===== src/rtl/mem_access_stage_pkg.sv =====
// Shared types and sizing for the memory-access pipeline stage.
// Holds the FSM state encoding, the default ack timeout and the datapath widths.
// Imported by the interface, the wait timer and the stage itself.
package mem_access_stage_pkg;

  localparam int DATA_W      = 16;
  localparam int REG_W       = 3;
  localparam int CNT_W       = 8;
  // Cycles waited for an ack before the request is abandoned (legal 1..255).
  localparam int TIMEOUT_DEF = 15;

  typedef logic [DATA_W-1:0] data_t;
  typedef logic [REG_W-1:0]  reg_t;
  typedef logic [CNT_W-1:0]  cnt_t;

  typedef enum logic [1:0] {
    IDLE    = 2'd0,
    RD_WAIT = 2'd1,
    WR_WAIT = 2'd2
  } state_t;

endpackage


===== src/rtl/mem_access_stage_if.sv =====
// Request/ack bus between the memory-access stage and the data memory.
// The stage (master) holds memReq plus address/data until memAck or timeout.
// The memory (slave) answers with memAck, and memRdata for loads.
interface mem_access_stage_if;
  import mem_access_stage_pkg::*;

  logic  memReq;
  logic  memWe;
  data_t memAddr;
  data_t memWdata;
  logic  memAck;
  data_t memRdata;

  modport master (
    output memReq, memWe, memAddr, memWdata,
    input  memAck, memRdata
  );

  modport slave (
    input  memReq, memWe, memAddr, memWdata,
    output memAck, memRdata
  );

endinterface


===== src/rtl/mem_wait_timer.sv =====
// Counts cycles spent waiting for a memory ack and flags when the limit is hit.
// Latency: expired is a pure compare on the registered count (same cycle).
// No backpressure; clear has priority over count.
module mem_wait_timer
  import mem_access_stage_pkg::*;
#(
  parameter int TIMEOUT = TIMEOUT_DEF
) (
  input  logic clk,
  input  logic rst_n,
  input  logic clear,
  input  logic count,
  output logic expired
);

  cnt_t cnt_q;

  // Wait counter: restart on entry to a wait, advance on each un-acked wait cycle.
  always_ff @(posedge clk or negedge rst_n) begin
    if (!rst_n) begin
      cnt_q <= '0;
    end else if (clear) begin
      cnt_q <= '0;
    end else if (count) begin
      cnt_q <= cnt_q + cnt_t'(1);
    end
  end

  // The stage never counts past the limit, so equality also means "not below".
  assign expired = (cnt_q == cnt_t'(TIMEOUT));

endmodule


===== src/rtl/mem_access_stage.sv =====
// Memory-access pipeline stage: issues loads/stores, forwards ALU results to write-back.
// Latency: ALU results 1 cycle; loads 1 cycle after memAck; aborts after TIMEOUT wait cycles.
// Backpressure: combinational stall holds upstream while a request is issued or pending.
module mem_access_stage
  import mem_access_stage_pkg::*;
#(
  parameter int TIMEOUT = TIMEOUT_DEF
) (
  input  logic  clk,
  input  logic  rst_n,
  input  data_t aluOutput,
  input  logic  writeRegp3,
  input  reg_t  regAddressp3,
  input  data_t Address,
  input  data_t storeData,
  input  logic  readEnable,
  input  logic  writeEnable,
  input  logic  pcsrc,
  input  data_t pctarget,
  mem_access_stage_if.master mem,
  output logic  wbEnable,
  output reg_t  wbAddr,
  output data_t wbData,
  output logic  stall,
  output logic  pcsrcOut,
  output data_t pctargetOut,
  output logic  memFault,
  output data_t faultAddr
);

  state_t state_q, state_nxt;
  logic   issue_rd, issue_wr, done, abort;
  logic   tmr_clear, tmr_count, expired;
  logic   lat_wr;
  reg_t   lat_addr;

  mem_wait_timer #(.TIMEOUT(TIMEOUT)) u_timer (
    .clk     (clk),
    .rst_n   (rst_n),
    .clear   (tmr_clear),
    .count   (tmr_count),
    .expired (expired)
  );

  // State register; reset lands in IDLE and drops any outstanding transaction.
  always_ff @(posedge clk or negedge rst_n) begin
    if (!rst_n) state_q <= IDLE;
    else        state_q <= state_nxt;
  end

  // Next state and per-cycle control strobes. Ack beats the timeout in the same cycle.
  always_comb begin
    state_nxt = state_q;
    stall     = 1'b0;
    issue_rd  = 1'b0;
    issue_wr  = 1'b0;
    done      = 1'b0;
    abort     = 1'b0;
    tmr_clear = 1'b0;
    tmr_count = 1'b0;
    case (state_q)
      IDLE: begin
        if (writeEnable) begin
          issue_wr  = 1'b1;
          stall     = 1'b1;
          tmr_clear = 1'b1;
          state_nxt = WR_WAIT;
        end else if (readEnable) begin
          issue_rd  = 1'b1;
          stall     = 1'b1;
          tmr_clear = 1'b1;
          state_nxt = RD_WAIT;
        end
      end
      RD_WAIT, WR_WAIT: begin
        if (mem.memAck) begin
          done      = 1'b1;
          state_nxt = IDLE;
        end else if (expired) begin
          abort     = 1'b1;
          state_nxt = IDLE;
        end else begin
          stall     = 1'b1;
          tmr_count = 1'b1;
        end
      end
      default: state_nxt = IDLE;
    endcase
  end

  // Datapath: memory request, write-back, branch forwarding and sticky fault capture.
  always_ff @(posedge clk or negedge rst_n) begin
    if (!rst_n) begin
      mem.memReq   <= 1'b0;
      mem.memWe    <= 1'b0;
      mem.memAddr  <= '0;
      mem.memWdata <= '0;
      wbEnable     <= 1'b0;
      wbAddr       <= '0;
      wbData       <= '0;
      pcsrcOut     <= 1'b0;
      pctargetOut  <= '0;
      memFault     <= 1'b0;
      faultAddr    <= '0;
      lat_wr       <= 1'b0;
      lat_addr     <= '0;
    end else begin
      pcsrcOut    <= pcsrc & ~stall;
      pctargetOut <= pctarget;
      if (issue_wr) begin
        mem.memReq   <= 1'b1;
        mem.memWe    <= 1'b1;
        mem.memAddr  <= Address;
        mem.memWdata <= storeData;
        wbEnable     <= 1'b0;
      end else if (issue_rd) begin
        mem.memReq  <= 1'b1;
        mem.memWe   <= 1'b0;
        mem.memAddr <= Address;
        lat_wr      <= writeRegp3;
        lat_addr    <= regAddressp3;
        wbEnable    <= 1'b0;
      end else if (state_q == IDLE) begin
        wbEnable <= writeRegp3;
        wbAddr   <= regAddressp3;
        wbData   <= aluOutput;
      end else if (done) begin
        mem.memReq <= 1'b0;
        mem.memWe  <= 1'b0;
        if (state_q == RD_WAIT) begin
          wbEnable <= lat_wr;
          wbAddr   <= lat_addr;
          wbData   <= mem.memRdata;
        end else begin
          wbEnable <= 1'b0;
        end
      end else if (abort) begin
        mem.memReq <= 1'b0;
        mem.memWe  <= 1'b0;
        wbEnable   <= 1'b0;
        memFault   <= 1'b1;
        if (!memFault) faultAddr <= mem.memAddr;
      end else begin
        wbEnable <= 1'b0;
      end
    end
  end

endmodule


===== src/flat_wrapper.sv =====
// flat-port wrapper written by rule: the top's interface ports become plain ports
module mem_access_stage_flat import mem_access_stage_pkg::*;
#(
  parameter int TIMEOUT = TIMEOUT_DEF
)
  (clk, rst_n, aluOutput, writeRegp3, regAddressp3, Address, storeData, readEnable, writeEnable, pcsrc, pctarget, wbEnable, wbAddr, wbData, stall, pcsrcOut, pctargetOut, memFault, faultAddr, mem_memReq, mem_memWe, mem_memAddr, mem_memWdata, mem_memAck, mem_memRdata);
  mem_access_stage_if mem_i ();
  input  logic clk;
  input  logic rst_n;
  input  data_t aluOutput;
  input  logic writeRegp3;
  input  reg_t regAddressp3;
  input  data_t Address;
  input  data_t storeData;
  input  logic readEnable;
  input  logic writeEnable;
  input  logic pcsrc;
  input  data_t pctarget;
  output logic wbEnable;
  output reg_t wbAddr;
  output data_t wbData;
  output logic stall;
  output logic pcsrcOut;
  output data_t pctargetOut;
  output logic memFault;
  output data_t faultAddr;
  output wire logic [$bits(mem_i.memReq)-1:0] mem_memReq;
  output wire logic [$bits(mem_i.memWe)-1:0] mem_memWe;
  output wire logic [$bits(mem_i.memAddr)-1:0] mem_memAddr;
  output wire logic [$bits(mem_i.memWdata)-1:0] mem_memWdata;
  input wire logic [$bits(mem_i.memAck)-1:0] mem_memAck;
  input wire logic [$bits(mem_i.memRdata)-1:0] mem_memRdata;
  assign mem_memReq = mem_i.memReq;
  assign mem_memWe = mem_i.memWe;
  assign mem_memAddr = mem_i.memAddr;
  assign mem_memWdata = mem_i.memWdata;
  assign mem_i.memAck = mem_memAck;
  assign mem_i.memRdata = mem_memRdata;
  mem_access_stage #(.TIMEOUT(TIMEOUT)) u_core (.clk(clk), .rst_n(rst_n), .aluOutput(aluOutput), .writeRegp3(writeRegp3), .regAddressp3(regAddressp3), .Address(Address), .storeData(storeData), .readEnable(readEnable), .writeEnable(writeEnable), .pcsrc(pcsrc), .pctarget(pctarget), .mem(mem_i), .wbEnable(wbEnable), .wbAddr(wbAddr), .wbData(wbData), .stall(stall), .pcsrcOut(pcsrcOut), .pctargetOut(pctargetOut), .memFault(memFault), .faultAddr(faultAddr));
endmodule

===== config.mk =====
export PLATFORM = sky130hd
export DESIGN_NAME = mem_access_stage_flat
export DESIGN_NICKNAME = d
export VERILOG_FILES = /design/src/rtl/mem_access_stage_pkg.sv /design/src/rtl/mem_access_stage_if.sv /design/src/rtl/mem_wait_timer.sv /design/src/rtl/mem_access_stage.sv /design/src/flat_wrapper.sv
export SDC_FILE = /design/constraint.sdc
export NUM_CORES = 1
export LEC_CHECK = 0
export CORE_MARGIN = 2
export CORE_UTILIZATION = 50
export CTS_CLUSTER_DIAMETER = 120
export CTS_CLUSTER_SIZE = 40
export DETAILED_ROUTE_END_ITERATION = 12
export DONT_BUFFER_PORTS = 1
export HOLD_SLACK_MARGIN = 0.08
export PLACE_DENSITY = 0.74
export SLEW_MARGIN = 20
export SYNTH_ARGS = -nofsm -noshare
export SYNTH_HDL_FRONTEND = slang
export SYNTH_SLANG_ARGS = --single-unit

===== constraint.sdc =====
create_clock -name clk -period 2.13 [get_ports clk]
set_clock_uncertainty 0.1 [all_clocks]
set_input_delay 0.5325 -clock clk [delete_from_list [all_inputs] [get_ports clk]]
set_output_delay 0.5325 -clock clk [all_outputs]
set_load 0.01 [all_outputs]

Word level (Yosys, flattened, before mapping)
Index checks and enable logic that the tools add are counted.

Register bits: 102. Latch bits: 0. Memory bits (writable): 0. Memory bits (read-only): 0. Input bits: 90. Output and inout port bits: 89. Word-level logic and storage cells: 85. Memories kept: 0.

Add/subtract/negate cells: 1. $mul: 0. Divide/modulo/power cells: 0. Magnitude comparators: 0. Eq/ne operators: 6. Shifts and indexed selects: 0. Mux-type cells: 43. Bitwise gates (word level): 7. Reduce and logical (&&, ||, !) cells: 13.

Operators with widths (number): 2-to-1 mux 16 bit (5); 2-to-1 mux 1 bit (27); 2-to-1 mux 8 bit (2); 2-to-1 mux 3 bit (3); adder 8 x 1 -> 8 bit, second input constant (1); equality test 8 x 4 -> 1 bit, second input constant (1); 2-to-1 mux 2 bit (4); nonzero test 2 bit (4); NOT 1 bit (6); AND reduction 2 bit (3); AND reduction 6 bit (1); AND reduction 5 bit (1); case mux 2 bit (2 select lines) (1); AND reduction 4 bit (1); nonzero test 4 bit (1); != test 3 x 1 -> 1 bit, second input constant (1); != test 3 x 2 -> 1 bit, second input constant (1); != test 3 bit, second input constant (1); equality test 2 x 1 -> 1 bit, second input constant (1); equality test 2 bit, second input constant (1); logical NOT 2 bit (1); case mux 1 bit (2 select lines) (1); OR reduction 2 bit (1); AND 1 bit (1).

Longest topological paths before layout
Gate-level depths: netlist (run 1).

Depth after elaboration: 9. Mapped depth: 7. Gate-level depth less buffers: 5.

Hierarchy
From an unflattened synthesis (run 1), not the netlist that was laid out.

Cell total of the unflattened synthesis: 271. Area, all modules: 4156.5 um2.

Modules (own cells, without submodules): mem_access_stage (times used 1, cells each 232, area an instance 3762.4 um2); mem_wait_timer (times used 1, cells each 39, area an instance 394.1 um2).

Worst setup path after synthesis (run 1)
Ideal clock, no wire load.

Kind: reg2out. Start: register u_core.state_q[0]. End: output port stall. Arrival time: 1394 ps. Setup slack: 103 ps. Cell stages (with the launch flop): 7. Buffers on the path: 2. Cells stage by stage: dfrtp_1 -> inv_1 -> ha_1 -> buf_6 -> o21ai_0 -> clkbuf_1 -> a21oi_1.

Word-level cells in the longest chain between the ends: 3.

RTL lines: start: declaration (line mem_access_stage.sv:31) `state_t state_q, state_nxt;`; start signal: assignment (line mem_access_stage.sv:48) `else state_q <= state_nxt;`; equality test 2 bit / equality test 2 x 1 -> 1 bit (equally long branches) (line mem_access_stage.sv:61) `case (state_q)`; OR reduction 2 bit (line mem_access_stage.sv:61); case mux 1 bit (2 select lines) * (line mem_access_stage.sv:61); end: declaration (line flat_wrapper.sv:22) `output logic stall;`.

Every way passes the cells marked *; elsewhere a longest branch is shown, timed or not.

Worst setup path in the final report (run 1)
Start: register u_core.state_q[1]. End: output port stall.

The elaborated chain is that of the path after synthesis.

==> results of run 1 <==
-- layer usage --
layer	vias to the layer above	track usage, %	share of wire [%]
met1	1325	21.43	40
met2	109	31.22	50
met4	0	7.971	1.8
met3	11	6.008	8.1
li1	1236	-	-
met5	-	0	0
-- final cells by class --
class	count	share of cell area [%]
clock buffer	11	3.164
clock inverter	5	0.8368
inverter	5	0.3923
multi-input combinational	212	32.45
sequential	102	53.35
tap	105	2.746
timing repair buffer	38	7.061
-- where the power goes --
part / switching (mW) / total [mW] / internal (mW)
clock: 0.669 / 1.17 / 0.503
sequential: 0.708 / 3.24 / 2.53
combinational: 0.911 / 1.87 / 0.956
-- registers in the layout, indices dropped and copies added, names as in the netlist, 2 cells and up --
signal	flops
u_core.mem.memAddr	16
u_core.wbAddr	3
u_core.faultAddr	16
u_core.state_q	2
u_core.wbData	16
u_core.lat_addr	3
u_core.u_timer.cnt_q	8
u_core.pctargetOut	16
u_core.mem.memWdata	16
-- critical path: cells and delay by family (launching register included) --
kind                     cells  cell delay (ns)
flip-flops                   1             0.38
adder cells (fa/ha/maj)      1             0.26
AO/OA/AOI/OAI                2             0.22
buffers and inverters        2             0.21
AND/OR/NAND/NOR              1             0.14
-- how the worst max path moves through the flow --
stage,from,endpoint,slack (ns),depth (start not counted)
6_report,u_core.state_q[1],stall,-0.06,6
4_1_cts,u_core.u_timer.cnt_q[7],stall,-0.07,4
3_5_place_dp,u_core.state_q[1],stall,0.05,6
3_3_place_gp,u_core.state_q[1],stall,0.19,6
5_1_grt,u_core.state_q[1],stall,-0.16,6
2_1_floorplan,u_core.state_q[0],stall,0.10,6
-- synth_stat cells (3+ instances only) --
cell type | n | share of area [%]
dfrtp_1 | 102 | 62
or4_1 | 3 | 0.54
buf_2 | 4 | 0.48
nor3_1 | 19 | 2.3
clkbuf_1 | 6 | 0.54
mux2i_1 | 21 | 5.1
nand2_1 | 62 | 5.6
mux2_4 | 10 | 3.6
inv_1 | 5 | 0.45
ha_1 | 4 | 1.2
mux2_2 | 26 | 7.1
a21oi_1 | 26 | 3.1
o21ai_0 | 7 | 0.84
-- cells by family after synthesis --
kind of cell	after synthesis	share of synthesized area, %
compound gates	46	6.512
mux	57	15.74
flops	102	61.50
simple gates	105	12.66
fa+ha+maj	4	1.206
buf+inv	20	2.382
-- timing repair --
action                     in CTS  in global routing
setup endpoints to repair       1                  1
hold buffers                   14                  2
setup buffers                   6                  3
hold endpoints to repair      116                104
pin swaps                       4                  1
gates resized for setup        10                  2
-- layout by cell type, fill, tap and decap left out, types with 2 or more instances in the layout --
master	instances
ha_1	2
o221ai_1	2
o21ai_2	2
dlygate4sd3_1	16
inv_2	2
o31ai_1	2
buf_4	21
a21oi_1	25
o21ai_0	5
nor2_1	2
nand2_1	62
and4b_1	2
inv_1	3
or4_1	3
nand3b_1	2
clkbuf_8	11
nand2b_1	2
mux2_2	26
nand4b_1	2
ha_4	2
mux2_4	10
mux2i_1	21
inv_6	3
nor3_1	19
dfrtp_1	102
==> results by group, run 1 <==
Status
  • Status: finished with violations
  • Failing checks: hold timing, setup timing

Global routing
  • Total track usage: 18.44%
  • First-pass GRT wire length: 12.76 mm
  • Initial antenna violation count: 0
  • Total gr overflow: 0
  • Largest net degree at the start of global routing: 103
  • Number of global-route vias before repair: 2646

Synth
  • Post-synthesis cell count: 334
  • Syn Nets: 428
  • Post-synth EDFFs: 0
  • Synthesized flop and latch total: 102
  • Ys Warns: 0
  • Synth unique cells: 41
  • Post-synthesis sequential area ratio: 61.50%
  • Post-Syn Area: 4150 um^2
  • Primary FF master, synth: dfrtp_1
  • Post-synth ARST share: 100.0%
  • Syn Area/Cell: 12.43 um^2

Cells and area
  • Register Area: 2552 um^2
  • Final instance area: 4785 um^2
  • Area grow syn2layout: 15.28%
  • Layout fillers: 634
  • Post-layout util: 58.82%
  • Final std cells w/o fill: 478
  • Antenna Cells: 0
  • Share of layout cells above drive strength 1: 23.86%
  • Multi-input gate area: 1553 um^2
  • NumNets Final: 462

Clock tree
  • Clock root buffer: clkbuf_8
  • CTS buffer count: 9
  • CTS tree: done
  • Clk_lat worst skew: 0.35 ns
  • Clock transition at the registers of the reported paths: 0.10 ns
  • CTS sink cnt: 102
  • Htree depth: 3
  • Max clock buf depth: 2

Die
  • Die H: 95.11 um
  • # IOs: 179
  • CORE AREA: 8134 um^2
  • Die ar.: 9045 um^2
  • Initial Utilization: 51.02%
  • Die Width: 95.11 um
  • Row count: 33

Timing
  • Worst-Margin Slew: 0.3804 ns
  • Rel. slew slack: 74.50%
  • Finish-stage setup viols: 1
  • Total negative setup slack: -0.06350 ns
  • Final period utilization: 103.0%
  • Hold_ws: -0.2434 ns
  • FMAX: 455.9 MHz
  • Slew Viols, Final: 0
  • Final Hold Viols: 102
  • Minimum clock period: 2.193 ns
  • Final WS setup: -0.06350 ns
  • RSZ-0062 raised after global routing: true

Power and ir drop
  • PwrDens: 1312 nW/um^2
  • Lkg Pwr: 2.227 nW
  • Tot Pwr: 6.278 mW
  • Maximum VDD drop: 0.0005429 V

Route
  • DRT Wirelength: 8.593 mm
  • Pre-antenna DRT Iters: 4
  • Routed Antenna Nets: 0
  • Wire length per cell: 17.98 um
  • Drt drc: 0
  • Vias per cell: 5.609
  • Routed vias: 2681
  • Drt initial violations: 73

Critical path
  • Reg2Reg Capture Point: u_core.wbData[2]
  • CP Capture Type: output pin
  • R2R depth: 7
  • Critical Path RT: 1.50 ns
  • Slowest CP cell: dfrtp_1
  • Reg-to-Reg Start: u_core.state_q[1]
  • R2r setup slk: 0.09 ns
  • Crit Path Max Fanout: 2
  • CP Cell Sequence: inv_2 -> ha_4 -> nor2b_4 -> o21ai_2 -> a21oi_2 -> buf_4
  • Crit path kind: reg2out
  • Max incr delay on CP: 0.38 ns
  • Worst EP arrival: 1.56 ns
  • Startpoint Class: flop

Hold path
  • Min-delay worst type: in2async

Place
  • Final RePlAce weighted congestion: 0.8154
  • DPL Wire Length: 5.700 mm
  • Inst Count DP: 437
  • I/O Buffers: 0
  • Area after DPL: 4320 um^2
  • Pre-CTS setup slack: 0.05275 ns

Job
  • Maxcap violations: 0
No activity file was read; power rests on OpenSTA's default activity.
==> run 2, diff against run 1 <==
--- a/config.mk
+++ b/config.mk
@@ -5,6 +5,7 @@
 export SDC_FILE = /design/constraint.sdc
 export NUM_CORES = 1
 export LEC_CHECK = 0
+export CORE_ASPECT_RATIO = 1.25
 export CORE_MARGIN = 2
 export CORE_UTILIZATION = 50
 export CTS_CLUSTER_DIAMETER = 120
==> run 2 against run 1 <==
The run still ends with hold timing, setup timing left. Worst hold slack worse by 0.0060 ns. Total power up 3.2%. Die area about the same. Final area up 0.24%.
==> results by group, run 2 (synthesis results as in run 1) <==
Cells and area
  • Multi-input gate area: 1533 um^2 (-1.3%)
  • Final instance area: 4796 um^2 (+0.24%)
  • Area grow syn2layout: 15.56%
  • Post-layout util: 58.86% (about the same)
  • Commonest non-fill, non-tap cell in the layout: dfrtp_1
  • NumNets Final: 462 (unchanged)
  • Antenna Cells: 0 (unchanged)
  • Most frequent cells in the layout: dfrtp_1, nand2_1, a21oi_1, mux2_2
  • Register Area: 2552 um^2 (unchanged)
  • Layout fillers: 644 (+1.6%)
  • Share of layout cells above drive strength 1: 23.06% (-0.80 points)

Critical path
  • Startpoint Class: flop
  • Reg2Reg Capture Point: u_core.faultAddr[4]
  • Crit Path Max Fanout: 2 (unchanged)
  • Worst EP arrival: 1.56 ns (about the same)
  • CP Capture Type: output pin
  • Critical Path RT: 1.50 ns (about the same)
  • Critical path launch point: u_core.state_q[1]
  • R2R depth: 6 (-1)
  • Reg-to-Reg Start: u_core.state_q[1]
  • R2r setup slk: 0.13 ns (+0.04 ns)
  • Crit path kind: reg2out

Clock tree
  • Clk_lat worst skew: 0.37 ns (+0.02 ns)
  • CTS tree: done
  • CTS buffer count: 9 (unchanged)
  • # hold bufs at CTS: 16 (+2)
  • Clock transition at the registers of the reported paths: 0.10 ns (about the same)
  • CTS sink cnt: 102 (unchanged)
  • Htree depth: 3 (unchanged)
  • Max clock buf depth: 2 (unchanged)
  • Clock root buffer: clkbuf_8

Timing
  • Slew Viols, Final: 0 (unchanged)
  • Final WS setup: -0.06301 ns (+0.0004920 ns)
  • RSZ-0062 raised after global routing: true
  • Finish-stage setup viols: 1 (unchanged)
  • Worst-Margin Slew: 0.4503 ns (+0.06990 ns)
  • Rel. slew slack: 69.98% (-4.5 points)
  • Minimum clock period: 2.193 ns (-0.0004920 ns)
  • Final period utilization: 103.0% (about the same)
  • Hold_ws: -0.2495 ns (-0.006049 ns)
  • FMAX: 456.0 MHz (about the same)
  • Final Hold Viols: 102 (unchanged)

Die
  • Die H: 105.9 um (+11%)
  • Die Width: 85.49 um (-10%)
  • # IOs: 179 (unchanged)
  • Row count: 37 (+12%)
  • Initial Utilization: 50.94% (-0.086 points)
  • Die ar.: 9050 um^2 (about the same)
  • CORE AREA: 8148 um^2 (+0.17%)

Power and ir drop
  • Maximum VDD drop: 0.0006338 V (+17%)
  • Tot Pwr: 6.482 mW (+3.2%)
  • Lkg Pwr: 2.242 nW (+0.70%)
  • PwrDens: 1352 nW/um^2 (+3.0%)

Status
  • Failing checks: hold timing, setup timing
  • Status: finished with violations

Place
  • DPL Wire Length: 5.923 mm (+3.9%)
  • Area after DPL: 4310 um^2 (-0.23%)
  • I/O Buffers: 0 (unchanged)
  • Final RePlAce weighted congestion: 0.8702 (+6.7%)

Route
  • Routed vias: 2694 (+0.48%)
  • Pre-antenna DRT Iters: 4 (unchanged)
  • Drt drc: 0 (unchanged)
  • DRT Wirelength: 8.812 mm (+2.5%)
  • Routed Antenna Nets: 0 (unchanged)
  • Drt initial violations: 114 (+56%)
  • Wire length per cell: 18.75 um (+4.3%)
  • Vias per cell: 5.732 (+2.2%)

Global routing
  • Largest net degree at the start of global routing: 103 (unchanged)
  • Initial antenna violation count: 0 (unchanged)
  • Number of global-route vias before repair: 2794 (+5.6%)
  • Total track usage: 20.00% (+1.6 points)
  • First-pass GRT wire length: 14.00 mm (+9.7%)
  • Total gr overflow: 0 (unchanged)

Hold path
  • Min-delay worst type: in2async

Job
  • Maxcap violations: 0 (unchanged)
## run 2: cell count changes in the layout (fill, tap and decap cells not counted)
| cell | delta |
|---|---|
| inv_6 | -3 |
| bufinv_16 | +2 |
| a21oi_1 | +1 |
| a21oi_2 | -1 |
| clkinvlp_4 | +1 |
| ha_1 | +1 |
| ha_4 | -1 |
| o21ai_1 | +1 |
| o21ai_2 | -1 |
## run 2: layer usage
metal  vias to the layer above  global-route usage, %  routed length (um)  share of wire, %
li1                       1231                      -                   -                 -
met1                      1333                  23.29                3364                38
met2                       113                  32.48                4538                51
met3                        17                  6.891                 697               7.9
met4                         0                  10.20                 211               2.4
met5                         -                      0                   0                 0
## run 2: timing repair
item / in CTS / in global routing
gates resized for setup: 7 / 1
hold endpoints to repair: 118 / 102
pin swaps: 2 / 1
setup endpoints to repair: 1 / 1
setup buffers: 7 / 2
gates cloned: 0 / 0
## run 2: power breakdown
group	internal (mW)	total [mW]	switching, mW
clock	0.726	1.37	0.644
sequential	2.53	3.24	0.708
combinational	0.958	1.87	0.912
## run 2: stage by stage
step	TNS, ns	worst slack [ns]	cells
6_report	-0.06301	-0.06301	470
5_1_grt	-0.1881	-0.1881	470
4_1_cts	-0.06507	-0.06507	468
3_5_place_dp	0	0.08883	429
3_3_place_gp	0	0.1815	429
2_1_floorplan	0	0.1033	334
## run 2: layout make-up
cell class	instances	share of cell area (%)
sequential	102	53.22
tap	97	2.531
timing repair buffer	38	7.044
multi-input combinational	212	31.96
clock inverter	5	1.696
inverter	5	0.3913
clock buffer	11	3.157
## run 2: worst max path at each step
stage,slack (ns),cells after the start,end
6_report,-0.06,6,stall
5_1_grt,-0.19,6,stall
4_1_cts,-0.07,6,stall
3_5_place_dp,0.09,5,u_core.faultAddr[4]
3_3_place_gp,0.18,6,stall
2_1_floorplan,0.10,6,stall
## run 2: critical path, stage by stage, from the launching register on
cell and delay, ns:
dfrtp_1 0.37, inv_2 0.06, ha_4 0.26, nor2b_4 0.13, o21ai_1 0.07, a21oi_1 0.16
buf_4 0.14
